`src/rtl/pll_lock_supervisor.sv`:
```
// PLL lock supervisor: pulses the PLL reset, waits for a stable synchronized
// LOCKED flag, then releases the reset for logic in the PLL clock domains.
// A missing lock is retried a bounded number of times before a latched fault.
// A lock loss during normal operation restarts the sequence and is counted.
module pll_lock_supervisor #(
    parameter int unsigned RESET_PULSE_CYCLES  = 16,
    parameter int unsigned LOCK_TIMEOUT_CYCLES = 4096,
    parameter int unsigned LOCK_STABLE_CYCLES  = 256,
    parameter int unsigned MAX_RETRIES         = 3
) (
    input  logic       i_clk,
    input  logic       i_rst_n,
    input  logic       i_pll_locked,
    output logic       o_pll_reset,
    output logic       o_sys_rst_n,
    output logic       o_fault,
    output logic [2:0] o_state,
    output logic [7:0] o_lock_loss_count
);

    localparam int unsigned MAX_AB = (RESET_PULSE_CYCLES > LOCK_TIMEOUT_CYCLES) ?
                                     RESET_PULSE_CYCLES : LOCK_TIMEOUT_CYCLES;
    localparam int unsigned MAX_P  = (MAX_AB > LOCK_STABLE_CYCLES) ?
                                     MAX_AB : LOCK_STABLE_CYCLES;
    localparam int unsigned CW     = $clog2(MAX_P) + 1;

    localparam logic [CW-1:0] RESET_LAST   = CW'(RESET_PULSE_CYCLES - 1);
    localparam logic [CW-1:0] TIMEOUT_LAST = CW'(LOCK_TIMEOUT_CYCLES - 1);
    localparam logic [CW-1:0] STABLE_LAST  = CW'(LOCK_STABLE_CYCLES - 1);
    localparam logic [7:0]    RETRY_LIMIT  = 8'(MAX_RETRIES);

    typedef enum logic [2:0] {
        S_PLL_RESET = 3'd0,
        S_WAIT_LOCK = 3'd1,
        S_STABLE    = 3'd2,
        S_RUN       = 3'd3,
        S_FAULT     = 3'd4
    } state_e;

    state_e        state_q, state_d;
    logic [CW-1:0] cnt_q, cnt_d;
    logic [7:0]    retry_q, retry_d;
    logic [7:0]    loss_q, loss_d;
    logic          sync1_q, sync2_q;
    logic          lock_s;

    // Two-flop synchronizer for the asynchronous LOCKED flag
    always_ff @(posedge i_clk or negedge i_rst_n) begin
        if (!i_rst_n) begin
            sync1_q <= 1'b0;
            sync2_q <= 1'b0;
        end else begin
            sync1_q <= i_pll_locked;
            sync2_q <= sync1_q;
        end
    end

    assign lock_s = sync2_q;

    // State, shared phase counter, retry count and loss count registers
    always_ff @(posedge i_clk or negedge i_rst_n) begin
        if (!i_rst_n) begin
            state_q <= S_PLL_RESET;
            cnt_q   <= '0;
            retry_q <= '0;
            loss_q  <= '0;
        end else begin
            state_q <= state_d;
            cnt_q   <= cnt_d;
            retry_q <= retry_d;
            loss_q  <= loss_d;
        end
    end

    // Next-state logic; one counter serves as pulse, timeout and stability
    // counter since only one of those phases is ever active, and it is
    // cleared on every state change.
    always_comb begin
        state_d = state_q;
        cnt_d   = cnt_q;
        retry_d = retry_q;
        loss_d  = loss_q;
        unique case (state_q)
            S_PLL_RESET: begin
                if (cnt_q == RESET_LAST) begin
                    state_d = S_WAIT_LOCK;
                    cnt_d   = '0;
                end else begin
                    cnt_d = cnt_q + 1'b1;
                end
            end
            S_WAIT_LOCK: begin
                // Lock takes priority over a coincident timeout
                if (lock_s) begin
                    state_d = S_STABLE;
                    cnt_d   = '0;
                end else if (cnt_q == TIMEOUT_LAST) begin
                    cnt_d = '0;
                    if (retry_q < RETRY_LIMIT) begin
                        retry_d = retry_q + 1'b1;
                        state_d = S_PLL_RESET;
                    end else begin
                        state_d = S_FAULT;
                    end
                end else begin
                    cnt_d = cnt_q + 1'b1;
                end
            end
            S_STABLE: begin
                if (!lock_s) begin
                    state_d = S_WAIT_LOCK;
                    cnt_d   = '0;
                end else if (cnt_q == STABLE_LAST) begin
                    state_d = S_RUN;
                    cnt_d   = '0;
                    retry_d = '0;
                end else begin
                    cnt_d = cnt_q + 1'b1;
                end
            end
            S_RUN: begin
                if (!lock_s) begin
                    state_d = S_PLL_RESET;
                    cnt_d   = '0;
                    retry_d = '0;
                    if (loss_q != 8'hFF) begin
                        loss_d = loss_q + 1'b1;
                    end
                end
            end
            S_FAULT: begin
                state_d = S_FAULT;
            end
            default: begin
                state_d = S_PLL_RESET;
                cnt_d   = '0;
            end
        endcase
    end

    // Outputs decoded only from registered state
    always_comb begin
        o_pll_reset       = (state_q == S_PLL_RESET) || (state_q == S_FAULT);
        o_sys_rst_n       = (state_q == S_RUN);
        o_fault           = (state_q == S_FAULT);
        o_state           = state_q;
        o_lock_loss_count = loss_q;
    end

endmodule

```
`config.mk`:
```
export PLATFORM = sky130hd
export DESIGN_NAME = pll_lock_supervisor
export DESIGN_NICKNAME = d
export VERILOG_FILES = /design/src/rtl/pll_lock_supervisor.sv
export SDC_FILE = /design/constraint.sdc
export NUM_CORES = 1
export LEC_CHECK = 0
export ABC_AREA = 1
export CAP_MARGIN = 20
export CORE_MARGIN = 8
export CORE_UTILIZATION = 35
export CTS_CLUSTER_DIAMETER = 40
export DETAILED_ROUTE_END_ITERATION = 8
export PLACE_DENSITY_LB_ADDON = 0.12
export SLEW_MARGIN = 20
export SYNTH_ARGS = -nofsm -noshare
export SYNTH_HDL_FRONTEND = slang
export SYNTH_SLANG_ARGS = --single-unit
```
`constraint.sdc`:
```
create_clock -name i_clk -period 3.7 [get_ports i_clk]
set_input_delay 0.74 -clock i_clk [delete_from_list [all_inputs] [get_ports i_clk]]
set_output_delay 0.74 -clock i_clk [all_outputs]
set_load 0.005 [all_outputs]
```
After elaboration in Yosys (flattened, before gate mapping)
Cells that the tools add are included.
{"block": "op_classes", "addsub": 3, "magnitude_cmp": 1, "n_eq_ne": 17, "mux": 22, "bitwise_logic": 2, "n_reduce_logical": 7}
{"op": "$mux W13", "count": 6}
{"op": "$pmux W13 S5", "count": 1}
{"op": "$mux W8", "count": 6}
{"op": "$pmux W8 S3", "count": 1}
{"op": "$mux W3", "count": 7}
{"op": "$add A8 B1 Y8 const B", "count": 2}
{"op": "$pmux W3 S5", "count": 1}
{"op": "$ne A2 B2 Y1 const B", "count": 7}
{"op": "$add A13 B1 Y13 const B", "count": 1}
{"op": "$eq A13 B12 Y1 const B", "count": 1}
{"op": "$eq A13 B4 Y1 const B", "count": 1}
{"op": "$eq A13 B8 Y1 const B", "count": 1}
{"op": "$lt A8 B2 Y1 const B", "count": 1}
{"op": "$ne A8 B8 Y1 const B", "count": 1}
{"op": "$reduce_and A7 Y1", "count": 1}
{"op": "$eq A3 B2 Y1 const B", "count": 2}
{"op": "$ne A3 B3 Y1 const B", "count": 2}
{"op": "$reduce_and A4 Y1", "count": 1}
{"op": "$eq A3 B1 Y1 const B", "count": 1}
{"op": "$eq A3 B3 Y1 const B", "count": 1}
{"op": "$logic_not A3 Y1", "count": 1}
{"op": "$reduce_and A3 Y1", "count": 1}
{"op": "$reduce_bool A3 Y1", "count": 1}
{"op": "$not A1 Y1", "count": 2}
{"op": "other kinds (2)", "count": 2}
{"block": "totals", "register_bits": 34, "input_bits": 3, "out_inout_bits": 14, "word_cells": 58}

Depth between registers and ports, before layout
Gate-level depths: netlist of run 1.
{"block": "depth", "ltp_word": 5, "ltp_mapped": 10}

Worst setup path after synthesis of run 1
OpenSTA, ideal clock, no wires.
{"block": "synth_timing", "path_kind": "reg-to-output", "startpoint": "register state_q[0] (netlist: o_state[0])", "endpoint": "output o_fault", "arrival_ns": 0.824, "required_time_ns": 2.960, "slack_ns": 2.136, "stages_incl_launch_ff": 4, "n_path_buf": 0, "cell_sequence": "dfrtp_1 -> nor2_2 -> nand2_1 -> inv_2"}
{"block": "synth_between", "elab_chain_cells": 1}
{"element": "from (decl)", "line_no": "40", "rtl": "state_e state_q, state_d;"}
{"element": "from (signal assigned)", "line_no": "68", "rtl": "state_q <= state_d;"}
{"element": "$eq A3 B3 Y1", "line_no": "145", "rtl": "o_fault = (state_q == S_FAULT);"}
{"element": "to (decl)", "line_no": "16", "rtl": "output logic o_fault,"}
No other way between the ends.

Worst setup path in the final report of run 1
Ends and elaborated chain as after synthesis.

==> summary.md, run 1 <==
| Metric | Value |
|---|---|
| Worst VDD drop | 311 uV |
| Post-route cell area | ~2300 sq um |
| Startpoint Class | flop |
| Synthesis warning total | 0 |
| Layout Skew | around 0.0048 ns |
| Pwr/cell area | ~550 nW/um^2 |
| Area of the multi-input gates | roughly 890 sq um |
| CP max FO | 6 |
| Layout cells sized above 1 | under 10% |
| Status | complete, no violations |
| Die X | slightly below 90 um |
| Vias per cell | about 4.5 |
| Routed Wire Length | about 3.9 mm |
| Seq/Total Area, Yosys | between 40% and 50% |
| DR iter-0 viols | slightly below 60 |
| # Max-Cap Violations | 0 |
| Synth Instances | around 240 |
| Gr usage total | between 10% and 20% |
| DR WL met2 | roughly 1.8 mm |
| Fill cell count | between 500 and 600 |
| Worst Path Arrival | around 1.7 ns |
| Die area | 7950 sq um |
| Pleak | 1.12 nW |
| Met3 wire length | between 100 and 150 um |
| Post-CTS setup buffers | 0 |
| Worst-margin pin slew | around 0.44 ns |
| Wl on met1 | between 1.5 and 2 mm |
| Syn nets | ~240 |
| Synthesized area | around 1900 sq um |
| Pwr Total | 1.25 mW |
| Slowest cell delay on critical path | between 0.5 and 0.6 ns |
| Max Clk Rate | around 420 MHz |
| Post-DR wirelength/cell | between 10 and 15 um |
| CP Cell Sequence | nor2_2 -> nand2_1 -> inv_2 -> clkdlybuf4s50_1 |
| RD Place Congestion | between 0.7 and 0.8 |
| Fin worst setup slack | between 1 and 1.5 ns |
| RSZ-0062 raised after global routing | false |
| TritonCTS clock tree | yes |
| Final hold vios | 0 |
| Worst-Skew Late Latency | around 0.28 ns |
| DRC Markers | 0 |
| I/O Buffers | 16 |
| Clk pin slew, worst setup/hold paths | around 0.070 ns |
| First-pass GRT wire length | slightly below 7 mm |
| Worst Setup Path Type | reg -> out |
| Maximum clock insertion buffer count | 2 |
| Core Region | approximately 5000 sq um |
| Util after Layout | about 44% |
| Yosys reg bits | 34 |
| Total negative slack | 0 ns |
| HP Class | reg -> reg |
| Max layer used | met4 |
| Initial antenna violation count | 0 |
| Post-CTS Resized | 0 |
| Crit-path slowest cell | clkdlybuf4s50_1 |
| First-pass DRT Iterations | 4 |
| TritonCTS Buffers | 5 |
| Starting Density | around 36% |
| Syn-to-layout area delta | 21.0% |
| Slew Limit Fails | 0 |
| Htree depth | 2 |
| Via count | 1,502 |
| Syn Area/Cell | 7.87 sq um |
| Antenna viol nets, final | 0 |
| CP endpoint kind | primary output |
| Final nets | about 270 |
| Io pins | 17 |
| Overall overflow remaining after global route | 0 |
| Register area | 851 sq um |
| Vias in the first global route | around 1,500 |
| Minimum clock period | between 2 and 2.5 ns |
| Placed cell areas | 2130 sq um |
| Hold_buf cts | 0 |
| Std-Cell Rows | 26 |
| Worst slew margin | a little under three quarters |
| Worst slack, placed | about 1.6 ns |
| Chip height | around 90 um |
| Largest net degree at the start of global routing | 35 |
| Final HPWL DP | 2.91 mm |
| Tcrit/Tclk final | 64.5% |
| CP Data Required Time | roughly 3.0 ns |
| Distinct cell type count after synthesis | 23 |
| CTS Root Cell | clkbuf_8 |
| N_diodes | 0 |
| Sink Count | 34 |
| Setup violators final | 0 |
[flip-flops by register name (all words and copies together), names as in the netlist]
| signal | cells |
|---|---|
| cnt_q | 13 |
| o_lock_loss_count | 8 |
| retry_q | 8 |
| o_state | 3 |
| lock_s | 1 |
| sync1_q | 1 |
[per-layer routing]
layer,vias up,global-route usage [%]
li1,801,-
met1,676,13.5
met2,21,17.9
met3,4,3.49
met4,0,2.72
met5,-,0
[layout by cell type (no fill, tap or decap), types with 2 or more instances in the layout]
cell type and instances:
clkbuf_8 5, nor2_8 2, o21ai_0 3, nand4_1 6, nor2_1 29, nand3_2 2
ha_1 3, a21oi_1 3, nor3_1 7, nor2_4 4, nand3_1 20, nand2_1 73
inv_1 29, bufinv_16 2, clkdlybuf4s50_1 16, xnor2_1 4, dfrtp_1 34, xor2_1 9
inv_2 3
[synthesized netlist by cell type]
master	count	share of area [%]
dfrtp_1	34	45
nand4_1	6	2.0
nor2_8	2	2.1
a21oi_1	3	0.80
nand3_2	2	1.1
xor2_1	9	4.2
nor2_4	4	2.4
o21ai_1	1	0.27
inv_6	1	0.47
inv_2	3	0.60
nor3_1	7	1.9
nand2_1	73	15
nand3_4	1	0.94
nor2_1	29	5.8
o21ai_0	3	0.80
inv_1	29	5.8
nor2_2	1	0.33
nor3_2	1	0.53
xnor2_1	4	1.9
nand2_2	1	0.33
nand3_1	20	5.3
ha_1	3	2.0
nor4_1	1	0.33
[worst max-delay path: cells and delay by family (launching register included)]
family,cells,cell delay (ns)
buffers and inverters,2,0.63
flip-flops,1,0.45
AND/OR/NAND/NOR,2,0.29
[logic make-up after synthesis]
| family | synth area share (%) |
|---|---|
| and+or+nand+nor | 37.7 |
| buffers and inverters | 6.88 |
| adders and majority gates | 2.00 |
| DFF | 45.4 |
| AOI/OAI and AO/OA | 1.87 |
| xor gates and xnor gates | 6.08 |
[where the power goes]
group	internal, mW	total, mW	switching (mW)
logic	0.149	0.360	0.211
clock network	0.270	0.413	0.143
registers	0.424	0.478	0.0546
[stage by stage]
step	std cells	hold slack, ns
4_1_cts	333	0.360
3_3_place_gp	325	0.334
2_1_floorplan	238	0.331
6_report	333	0.361
3_5_place_dp	325	0.343
5_1_grt	333	0.364
[path summary, 6_finish.rpt]
path	startpoint	end	slack (ns)	cells past startpoint
setup / recovery	o_state[0]	o_fault	1.31	4
hold / removal	sync1_q	lock_s	0.36	0
setup reg to reg	cnt_q[1]	cnt_q[9]	2.02	8
hold reg to reg	sync1_q	lock_s	0.36	0
max in group asynchronous	i_rst_n	retry_q[0]	2.52	2
min in group asynchronous	i_rst_n	cnt_q[10]	0.85	2
[cell type report]
type,instances,area share (%)
Clock buffer,5,3.04
Clock inverter,3,3.04
Inverter,33,5.69
Multi-Input combinational cell,171,39.4
Sequential cell,34,37.5
Tap cell,70,3.87
Timing Repair Buffer,17,7.40
No activity file was read; power rests on OpenSTA's default activity.
==> run 2, diff against run 1 <==
clock period = 2.4 ns   (was 3.7 ns; I/O delays follow)
==> summary.md, run 2 (synthesized netlist as in run 1, its figures left out) <==
| Metric | Value |
|---|---|
| Max reg flops | 13 (unchanged) |
| Pleak | 1.10 nW (-0.99%) |
| Worst VDD drop | 455 uV (+46%) |
| Clk pin slew, worst setup/hold paths | 0.07 ns (about the same) |
| DR iter-0 viols | 44 (-25%) |
| Htree depth | 2 (unchanged) |
| N_diodes | 0 (unchanged) |
| Setup violators final | 0 (unchanged) |
| Maximum clock insertion buffer count | 2 (unchanged) |
| Crit-path slowest cell | clkdlybuf4s50_1 |
| Starting Density | 36.4% (unchanged) |
| Layout cells sized above 1 | 9.16% (-0.35 points) |
| Sink Count | 34 (unchanged) |
| Slowest cell delay on critical path | 0.52 ns (about the same) |
| Post-CTS setup buffers | 0 (unchanged) |
| # Max-Cap Violations | 0 (unchanged) |
| Syn-to-layout area delta | 19.6% |
| Final hold vios | 0 (unchanged) |
| I/O Buffers | 16 (unchanged) |
| Via count | 1,473 (-1.9%) |
| First-pass GRT wire length | 6.95 mm (+3.2%) |
| Antenna viol nets, final | 0 (unchanged) |
| Minimum clock period | 2.13 ns |
| Tcrit/Tclk final | between 80% and 90% |
| Max Clk Rate | between 400 and 500 MHz |
| First-pass DRT Iterations | 4 (unchanged) |
| Critical path's top delay family | buffers and inverters |
| Largest net degree at the start of global routing | 35 (unchanged) |
| CP max FO | 6 (unchanged) |
| RSZ-0062 raised after global routing | false |
| CP endpoint kind | primary output |
| Total negative slack | 0 ns (unchanged) |
| Gr usage total | 11.3% (+0.41 points) |
| Chip height | 89.2 um (unchanged) |
| Hold_buf cts | 0 (unchanged) |
| TritonCTS Buffers | 5 (unchanged) |
| Vias in the first global route | 1,515 (+2.0%) |
| Slew Limit Fails | 0 (unchanged) |
| Routed Wire Length | 3.83 mm (-0.80%) |
| Die area | 7950 sq um (unchanged) |
| CP Cell Sequence | nor2_2 -> nand2_1 -> inv_2 -> clkdlybuf4s50_1 |
| Post-DR wirelength/cell | 11.5 um (-0.50%) |
| Startpoint Class | flop |
| Die X | 89.2 um (unchanged) |
| Overall overflow remaining after global route | 0 (unchanged) |
| Worst-margin pin slew | 0.432 ns (-0.00586 ns) |
| Layout Skew | 0.00151 ns (-0.00332 ns) |
| Worst Setup Path Type | reg -> out |
| Crit path buf inv count | 2 (unchanged) |
| Top reg by flops | cnt_q |
| Most common cell after layout, fill and taps aside | nand2_1 |
| Pwr/cell area | 818 nW/um^2 (+48%) |
| RD Place Congestion | 0.783 (+0.53%) |
| Reg2reg setup slack | 0.69 ns (-1.33 ns) |
| Post-CTS Resized | 0 (unchanged) |
| DRC Markers | 0 (unchanged) |
| Status | complete, no violations |
| Vias per cell | 4.44 (-1.6%) |
| Worst-Skew Late Latency | 0.28 ns (about the same) |
| CTS Root Cell | clkbuf_8 |
| HP Class | reg -> reg |
| Io pins | 17 (unchanged) |
| Worst Path Arrival | 1.65 ns (about the same) |
| Final HPWL DP | 2.90 mm (-0.34%) |
| Core Region | 5140 sq um (unchanged) |
| Most frequent cells in the layout | nand2_1 (73), dfrtp_1 (34), nor2_1 (29), inv_1 (29), nand3_1 (20) |
| Final nets | 268 (unchanged) |
| CP Data Required Time | 1.92 ns (-1.04 ns) |
| Initial antenna violation count | 0 (unchanged) |
| Std-Cell Rows | 26 (unchanged) |
| Fill cell count | 546 (+1.5%) |
| Worst slew margin | 71.2% (+0.39 points) |
| TritonCTS clock tree | yes |
| Util after Layout | 43.6% (-0.49 points) |
[run 2: changes by cell type in the layout (fill, tap and decap cells not counted), sizes merged]
cell | before | now
bufinv | 2 | 1
clkbuf | 5 | 6
clkinv | 1 | 0
[run 2: metal layers]
layer	global-route usage [%]	up-vias	wire, um
met1	14.0	666	1890
li1	-	787	-
met3	3.40	5	123
met5	0	-	0
met2	18.2	15	1760
met4	4.08	0	54
[run 2: metrics by stage]
step | hold slack [ns] | instances | area, sq um | setup slack (ns) | total power [mW]
CTS | 0.350 | 332 | 2240 | 0.241 | 1.87
floorplan | 0.184 | 238 | 1870 | 0.957 | 1.09
finish | 0.349 | 332 | 2240 | 0.266 | 1.83
detailed placement | 0.335 | 325 | 2130 | 0.556 | 1.32
global placement | 0.334 | 325 | 2130 | 0.586 | 1.32
global route | 0.371 | 332 | 2240 | 0.159 | 1.98
[run 2: area by class of cell]
class | count | area [sq um] | area share [%]
flip-flops and latches | 34 | 851 | 38.0
clock inverters | 1 | 30.0 | 1.34
inverters | 33 | 129 | 5.75
clock buffers | 6 | 82.6 | 3.69
well taps | 70 | 87.6 | 3.91
multi-input cells | 171 | 893 | 39.9
repair buffers | 17 | 168 | 7.48
[run 2: report_power, final]
part           total (mW)  internal (mW)  leakage (nW)  switching (mW)
Combinational       0.554          0.229         0.589           0.324
Clock               0.536          0.332        0.0573           0.204
Sequential          0.743          0.653         0.459          0.0901
Total                1.83           1.22          1.10           0.618
[run 2: worst reg2reg max path: cells and delay by family, from the launching register on]
| family | cells | cell delay [ns] |
|---|---|---|
| AND/OR/NAND/NOR | 7 | 1.05 |
| flip-flops | 1 | 0.38 |
| adder cells (fa/ha/maj) | 1 | 0.18 |
[run 2: path summary, 6_finish.rpt]
kind | startpoint | endpoint | cells past startpoint
max | o_state[0] | o_fault | 4
max in group asynchronous | i_rst_n | retry_q[0] | 2
min in group asynchronous | i_rst_n | cnt_q[9] | 2
min | sync1_q | lock_s | 0
min reg2reg | sync1_q | lock_s | 0
max reg2reg | cnt_q[1] | cnt_q[3] | 8
==> run 3, diff against run 2 <==
CAP_MARGIN = not set   (was 20)
TNS_END_PERCENT = 30   (was not set)
==> results of run 3 <==
Same layout as run 2: the final DEF is identical, and so are final timing and power.
